--- src/rtl/regfile_mp_bypass.sv ---
// Multi-port register file: same-cycle write bypass, per-register pending bits, sticky write-conflict flag.
// Latency: writes land 1 edge later; reads, busy and bypass are combinational (0 cycles).
// Backpressure: none; every input is sampled on every rising edge.
module regfile_mp_bypass #(
    parameter int WIDTH    = 32,
    parameter int DEPTH    = 32,
    parameter int NREAD    = 2,
    parameter int NWRITE   = 2,
    parameter int ZERO_REG = 1,
    parameter int BYPASS   = 1,
    localparam int AW      = $clog2(DEPTH)
) (
    input  logic                    clk,
    input  logic                    rst_n,
    input  logic [NREAD*AW-1:0]     rd_sel,
    output logic [NREAD*WIDTH-1:0]  rd_data,
    output logic [NREAD-1:0]        rd_busy,
    input  logic [NWRITE-1:0]       wr_en,
    input  logic [NWRITE*AW-1:0]    wr_sel,
    input  logic [NWRITE*WIDTH-1:0] wr_data,
    input  logic                    pend_en,
    input  logic [AW-1:0]           pend_sel,
    output logic                    err
);

    logic [WIDTH-1:0] mem      [DEPTH];
    logic [WIDTH-1:0] mem_nxt  [DEPTH];
    logic [DEPTH-1:0] pending;
    logic [DEPTH-1:0] wr_hit;
    logic [DEPTH-1:0] pend_set;
    logic [NWRITE-1:0] wr_act;
    logic             conflict;
    logic             err_q;

    // A write is live only out of reset and when it does not target the hardwired zero register.
    always_comb begin
        for (int j = 0; j < NWRITE; j++) begin
            wr_act[j] = wr_en[j] && rst_n &&
                        !((ZERO_REG != 0) && (wr_sel[j*AW +: AW] == '0));
        end
    end

    always_comb begin
        conflict = 1'b0;
        for (int j = 0; j < NWRITE; j++) begin
            for (int k = j + 1; k < NWRITE; k++) begin
                if (wr_act[j] && wr_act[k] && (wr_sel[j*AW +: AW] == wr_sel[k*AW +: AW])) begin
                    conflict = 1'b1;
                end
            end
        end
    end

    // Ascending port scan so the highest-numbered matching port lands last and wins.
    always_comb begin
        for (int r = 0; r < DEPTH; r++) begin
            mem_nxt[r] = mem[r];
            wr_hit[r]  = 1'b0;
            for (int j = 0; j < NWRITE; j++) begin
                if (wr_act[j] && (wr_sel[j*AW +: AW] == AW'(r))) begin
                    mem_nxt[r] = wr_data[j*WIDTH +: WIDTH];
                    wr_hit[r]  = 1'b1;
                end
            end
        end
    end

    always_comb begin
        pend_set = '0;
        if (pend_en && rst_n && !((ZERO_REG != 0) && (pend_sel == '0))) begin
            pend_set[pend_sel] = 1'b1;
        end
    end

    // Set is ORed after the clear so a new producer issued alongside a retiring write stays outstanding.
    always_ff @(posedge clk or negedge rst_n) begin
        if (!rst_n) begin
            for (int r = 0; r < DEPTH; r++) begin
                mem[r] <= '0;
            end
            pending <= '0;
            err_q   <= 1'b0;
        end else begin
            for (int r = 0; r < DEPTH; r++) begin
                mem[r] <= mem_nxt[r];
            end
            pending <= (pending & ~wr_hit) | pend_set;
            err_q   <= err_q | conflict;
        end
    end

    assign err = err_q;

    logic [AW-1:0]    rd_idx [NREAD];
    logic [WIDTH-1:0] rd_val [NREAD];
    logic             rd_pnd [NREAD];

    // A forwarded write is the value being waited on, so it also masks the pending bit.
    always_comb begin
        for (int i = 0; i < NREAD; i++) begin
            rd_idx[i] = rd_sel[i*AW +: AW];
            rd_val[i] = mem[rd_idx[i]];
            rd_pnd[i] = pending[rd_idx[i]];
            if (BYPASS != 0) begin
                for (int j = 0; j < NWRITE; j++) begin
                    if (wr_act[j] && (wr_sel[j*AW +: AW] == rd_idx[i])) begin
                        rd_val[i] = wr_data[j*WIDTH +: WIDTH];
                        rd_pnd[i] = 1'b0;
                    end
                end
            end
            if (((ZERO_REG != 0) && (rd_idx[i] == '0)) || !rst_n) begin
                rd_val[i] = '0;
                rd_pnd[i] = 1'b0;
            end
            rd_data[i*WIDTH +: WIDTH] = rd_val[i];
            rd_busy[i]                = rd_pnd[i];
        end
    end

endmodule

--- config.mk ---
export PLATFORM = sky130hd
export DESIGN_NAME = regfile_mp_bypass
export DESIGN_NICKNAME = d
export VERILOG_FILES = /design/src/rtl/regfile_mp_bypass.sv
export SDC_FILE = /design/constraint.sdc
export NUM_CORES = 2
export LEC_CHECK = 0
export CAP_MARGIN = 25
export CORE_MARGIN = 1
export CORE_UTILIZATION = 40
export CTS_CLUSTER_SIZE = 20
export DETAILED_ROUTE_END_ITERATION = 10
export PLACE_DENSITY_LB_ADDON = 0.1
export SETUP_SLACK_MARGIN = 0.1
export SLEW_MARGIN = 20
export SYNTH_ARGS = -nofsm -noshare
export SYNTH_HDL_FRONTEND = slang
export SYNTH_SLANG_ARGS = --single-unit
export TNS_END_PERCENT = 50
--- constraint.sdc ---
create_clock -name clk -period 6.34 [get_ports clk]
set_clock_uncertainty 0.2 [all_clocks]
set_input_delay 1.268 -clock clk [delete_from_list [all_inputs] [get_ports clk]]
set_output_delay 1.268 -clock clk [all_outputs]
set_load 0.01 [all_outputs]
Word level (Yosys, flattened, before mapping). Index checks and enable logic that the tools add are counted.

Register bits: 1057. Input bits: 94. Output and inout bits: 67. Word-level logic and storage cells: 387.

$lt $le $gt $ge: 6. Equality and inequality tests: 67. Muxes and demuxes: 154. Bitwise operators: 6. Reductions and logical operators: 120.

Operators with widths (number): $mux W32 (75); $bmux W32 S5 (2); $eq A5 B5 Y1 const B (32); $eq A5 B4 Y1 const B (16); $logic_and A1 B1 Y1 (77); $mux W1 (74); $reduce_bool A2 Y1 (32); $eq A5 B3 Y1 const B (8); $and A32 B32 Y32 (1); $not A32 Y32 (1); $or A32 B32 Y32 (1); $eq A5 B5 Y1 (5); $logic_not A5 Y1 (5); $eq A5 B2 Y1 const B (4); $lt A5 B6 Y1 const B (3); $ge A6 B6 Y1 const B (2); $not A5 Y6 (2); $bmux W1 S5 (2); $eq A5 B1 Y1 const B (2); $demux W1 S5 (1); $ge A5 B1 Y1 const B (1); $logic_not A1 Y1 (4); $logic_or A1 B1 Y1 (2); $or A1 B1 Y1 (1).

Depth between registers and ports, before layout.
Depth after elaboration: 9. Mapped depth: 9.

Worst setup path after synthesis. Ideal clock, no wire load.

Kind: input-to-output. Start: in rd_sel[5]. End: out rd_data[34]. Arrival: 3.101 ns. Data required time: 4.872 ns. Path slack: 1.771 ns. Cell stages on the path: 7. Cells stage by stage: buf_2 -> buf_2 -> buf_2 -> mux4_2 -> mux4_2 -> a21oi_1 -> o21ai_1.

Cells in the longest elaborated chain, start to end: 7. Elaborated cells between the ends (all ways): 13.

Ends and longest elaborated chain: from (decl) (RTL line 15) `input logic [NREAD*AW-1:0] rd_sel,`; $not A5 Y6 (not written as such) (RTL line 102) `rd_val[i] = mem[rd_idx[i]];`; $bmux W32 S5 (RTL line 102); $mux W32 (not written as such) (2 in series) (RTL line 102); $mux W32 (2 in series) (RTL line 106) `if (wr_act[j] && (wr_sel[j*AW +: AW] == rd_idx[i])) begin`; $mux W32 (*) (RTL line 112) `if (((ZERO_REG != 0) && (rd_idx[i] == '0)) || !rst_n) begin`; to (decl) (RTL line 16) `output logic [NREAD*WIDTH-1:0] rd_data,`.

Every way passes the cells marked *; elsewhere a longest branch is shown, timed or not. The select of a mux whose other input is x is not followed.

Worst setup path in the final report.
Start: in wr_sel[8]. End: out rd_data[0].

Cells in the longest elaborated chain, start to end: 6. Elaborated cells between the ends (all ways): 7.

Ends and longest elaborated chain: from (decl) (RTL line 19) `input logic [NWRITE*AW-1:0] wr_sel,`; $logic_not A5 Y1 (RTL line 39) `!((ZERO_REG != 0) && (wr_sel[j*AW +: AW] == '0));`; $logic_not A1 Y1 (RTL line 39); $logic_and A1 B1 Y1 (RTL line 38) `wr_act[j] = wr_en[j] && rst_n &&`; $logic_and A1 B1 Y1 (*) (RTL line 106); $mux W32 (*) (RTL line 106); $mux W32 (*) (RTL line 112).

Every way passes the cells marked *; elsewhere a longest branch is shown, timed or not.

==> impl_metrics.toml <==
[routing]
drc_errors = 0
vias_per_cell = 6.57
vias = 55100
post_drt_wl_per_cell_um = 36.7
drt_iter0_drc = 6557
drtPass1Iterations = 6
totalWireLength_um = 307000
ant_nets = 0

[critical_path]
r2r_start = "err"
crit_end = "rd_data[0]"
cp_common_cell = "clkdlybuf4s50_1"
required_ps = 4870
cp_data_arrival_time_ps = 4820
critPathKind = "primary input to output pin"
startpoint = "wr_sel[8]"
max_stage_delay_ps = 710
r2r_end = "err"
worstPathCellList = "clkdlybuf4s50_1 -> or2_2 -> o31ai_1 -> or4_1 -> nand2_2 -> buf_4 -> o21ai_1 -> clkdlybuf4s50_1"
slowest_stage = "clkdlybuf4s50_1"
startpoint_type = "primary input"
end_kind = "output pin"
cp_max_fo = 10
reg2regPathDepth = 1
reg2reg_slack_ps = 5280

[hold_path]
hp-class = "register to register"
whs_path_depth = 0

[logic_synthesis]
synthTopCellsByArea = "dfrtp_1 40%, mux4_2 19%, mux2i_1 15%, a21oi_1 7.0%, nor2_1 5.1%"
synth_compound_area_share_pct = 12.2
ys_seq_elements = 1057
synth_flop_cell = "dfrtp_1"
synth_nets = 6341
synthArstFlopShare_pct = 100
yosysTopAreaCellShare_pct = 40.1
synth_top_area_cell = "dfrtp_1"
synth_seq_area_share_pct = 40.1
synthSimpleGateAreaFrac_pct = 8.28
synth-edff-count = 0
ys_types = 62
synth_xor_area_share_pct = 0.332
ys.warnings.count = 0
muxShareOfSynthArea_pct = 33.5
syn_avg_cell_area_um2 = 10.6
syn_inst = 6247
synthAdderAreaFrac_pct = 0
syn_area_mm2 = 0.0659
synth_top_family_by_area = "multiplexers"

[sta]
maxSlewHeadroom_pct = 25.0
finalMaxSlewViolations = 0
fmax_ghz = 0.159
finalCriticalPeriod_ps = 6290
rsz0062_at_grt = "yes"
tightest_slew_ps = 1120
fin_ws_ps = 47.9
timing.final.hold_violations = 0
setup_violations = 0
fin_crit_sh_pct = 99.2

[floorplan]
coreArea_mm2 = 0.163
initial_core_util_pct = 40.4
dieArea_mm2 = 0.166
num_rows = 148
io_pins = 161
die_height_um = 408
die_w_um = 408

[pwr]
leakagePower_nw = 31.4
power_density_mw_per_mm2 = 312
peakVddDrop_uv = 285

[clock_tree]
htree_levels = 4
cts_hold_buf = 0
numCtsBuffers = 134
clock_latency_ps = 770
clock_sinks = 1057
clkTransAtPathRegs_ps = 60
cts_tree = "yes"
cts_root_buf = "clkbuf_16"
clockBufferDepth = 3

[grt]
grt_max_degree = 144
grt_pass1_wl_um = 429000
grt_usage_pct = 36.4
antenna_found_initial = 29
grt_pass1_vias = 52700
gr-total-overflow = 0

[placement]
portBuffers = 160
post-place-cells = 8115
gp_congestion = 0.910
place_ws_ps = -99.7
dpl.hpwl_um = 190000
placed_area_mm2 = 0.0707

[layout]
multi_input_area_mm2 = 0.0364
layout-drive-gt1-share_pct = 19.5
regArea_mm2 = 0.0265
final_cell_area_mm2 = 0.0752
final_cells = 8378
fillers = 15100
area_growth_pct = 14.1
nets = 6172

[job]
cap_violations = 0

[status]
outcome = "finished, final reports clean"
-- logic make-up (layout without fill, tap and decap cells) --
group           count (synthesis)  after routing
mux                          1529           1529
flops                        1057           1057
xor+xnor                       25             25
buf+inv                       860            798
other cells                     0             18
compound gates               1466           1466
simple gates                 1310           1310
-- sequential cells by signal (all words and copies together), names as in the netlist --
register  count
err           1
pending      32
mem        1024
-- layer usage --
metal  vias up  global-route usage (%)  share of wire (%)
met4        12                    18.8                5.7
met5         -                       0              0.026
li1      22600                       -                  -
met2      3310                    53.6                 44
met3       822                    10.6                 11
met1     28400                    48.7                 40
-- synthesized netlist by cell type, types with 13 or more instances --
library cell     n
a21o_1          20
a21oi_1        920
a22oi_1         53
a32oi_1         32
buf_1          173
buf_2          183
buf_4           30
clkbuf_1       424
dfrtp_1       1057
inv_1           36
mux2i_1        984
mux4_2         542
nand2_1        227
nand3_1         29
nor2_1         903
nor2b_1         13
nor3_1          13
nor4_1          24
o21ai_0        182
o21ai_1         51
o22ai_1        160
or4_1           19
xnor2_1         16
-- placed cells by master, fill, tap and decap left out, types with 32 or more instances in the layout --
cell	n
nand2_1	224
mux4_2	542
dfrtp_1	1057
clkbuf_16	137
clkdlybuf4s50_1	149
buf_12	57
clkbuf_1	39
inv_1	36
a22oi_1	53
mux2i_1	982
a32oi_1	32
nor2_1	901
o22ai_1	160
buf_4	300
a21oi_1	920
clkbuf_8	32
o21ai_0	181
o21ai_1	49
-- worst min-delay path by stage --
| stage | endpoint | startpoint | slack [ps] |
|---|---|---|---|
| final | mem[993] | mem[993] | 190 |
| after global routing | mem[993] | mem[993] | 210 |
| after CTS | mem[1007] | mem[1007] | 200 |
| after detailed placement | mem[1007] | mem[1007] | 180 |
| after global placement | mem[1021] | mem[1021] | 180 |
| after floorplan | mem[1000] | mem[1000] | 240 |
-- what timing repair did --
item,in CTS,in global routing
setup buffers,0,0
endpoints found under the setup margin,2,5
resized for setup,2,2
-- power by group --
group / internal (mW) / switching, mW / leakage [nW]
combinational: 3.01 / 2.79 / 16.3
sequential: 8.49 / 1.40 / 12.9
clock: 4.57 / 3.25 / 2.17
-- layout make-up --
| class | count | share of cell area, % |
|---|---|---|
| diodes | 18 | 0.0599 |
| clock buffers | 208 | 5.34 |
| clock inverters | 35 | 0.479 |
| inverters | 36 | 0.180 |
| multi-input cells | 4330 | 48.4 |
| flip-flops and latches | 1057 | 35.2 |
| well taps | 2175 | 3.62 |
| repair buffers | 519 | 6.77 |
-- critical path: cells and delay by family --
kind                   cells  cell delay (ps)
and+or+nand+nor            3             1000
buffers and inverters      3             1770
AOI/OAI and AO/OA          2              760
-- per-stage QoR --
step	util [%]	power [mW]	TNS (ps)	hold slack (ps)
6_report	46.1	23.5	0	194
5_1_grt	46.1	24.5	0	208
4_1_cts	46.0	23.5	0	196
3_5_place_dp	43.3	15.6	-104	183
3_3_place_gp	43.3	15.5	-320	176
2_1_floorplan	-	13.6	0	241
(Power assumes the default switching activity.)
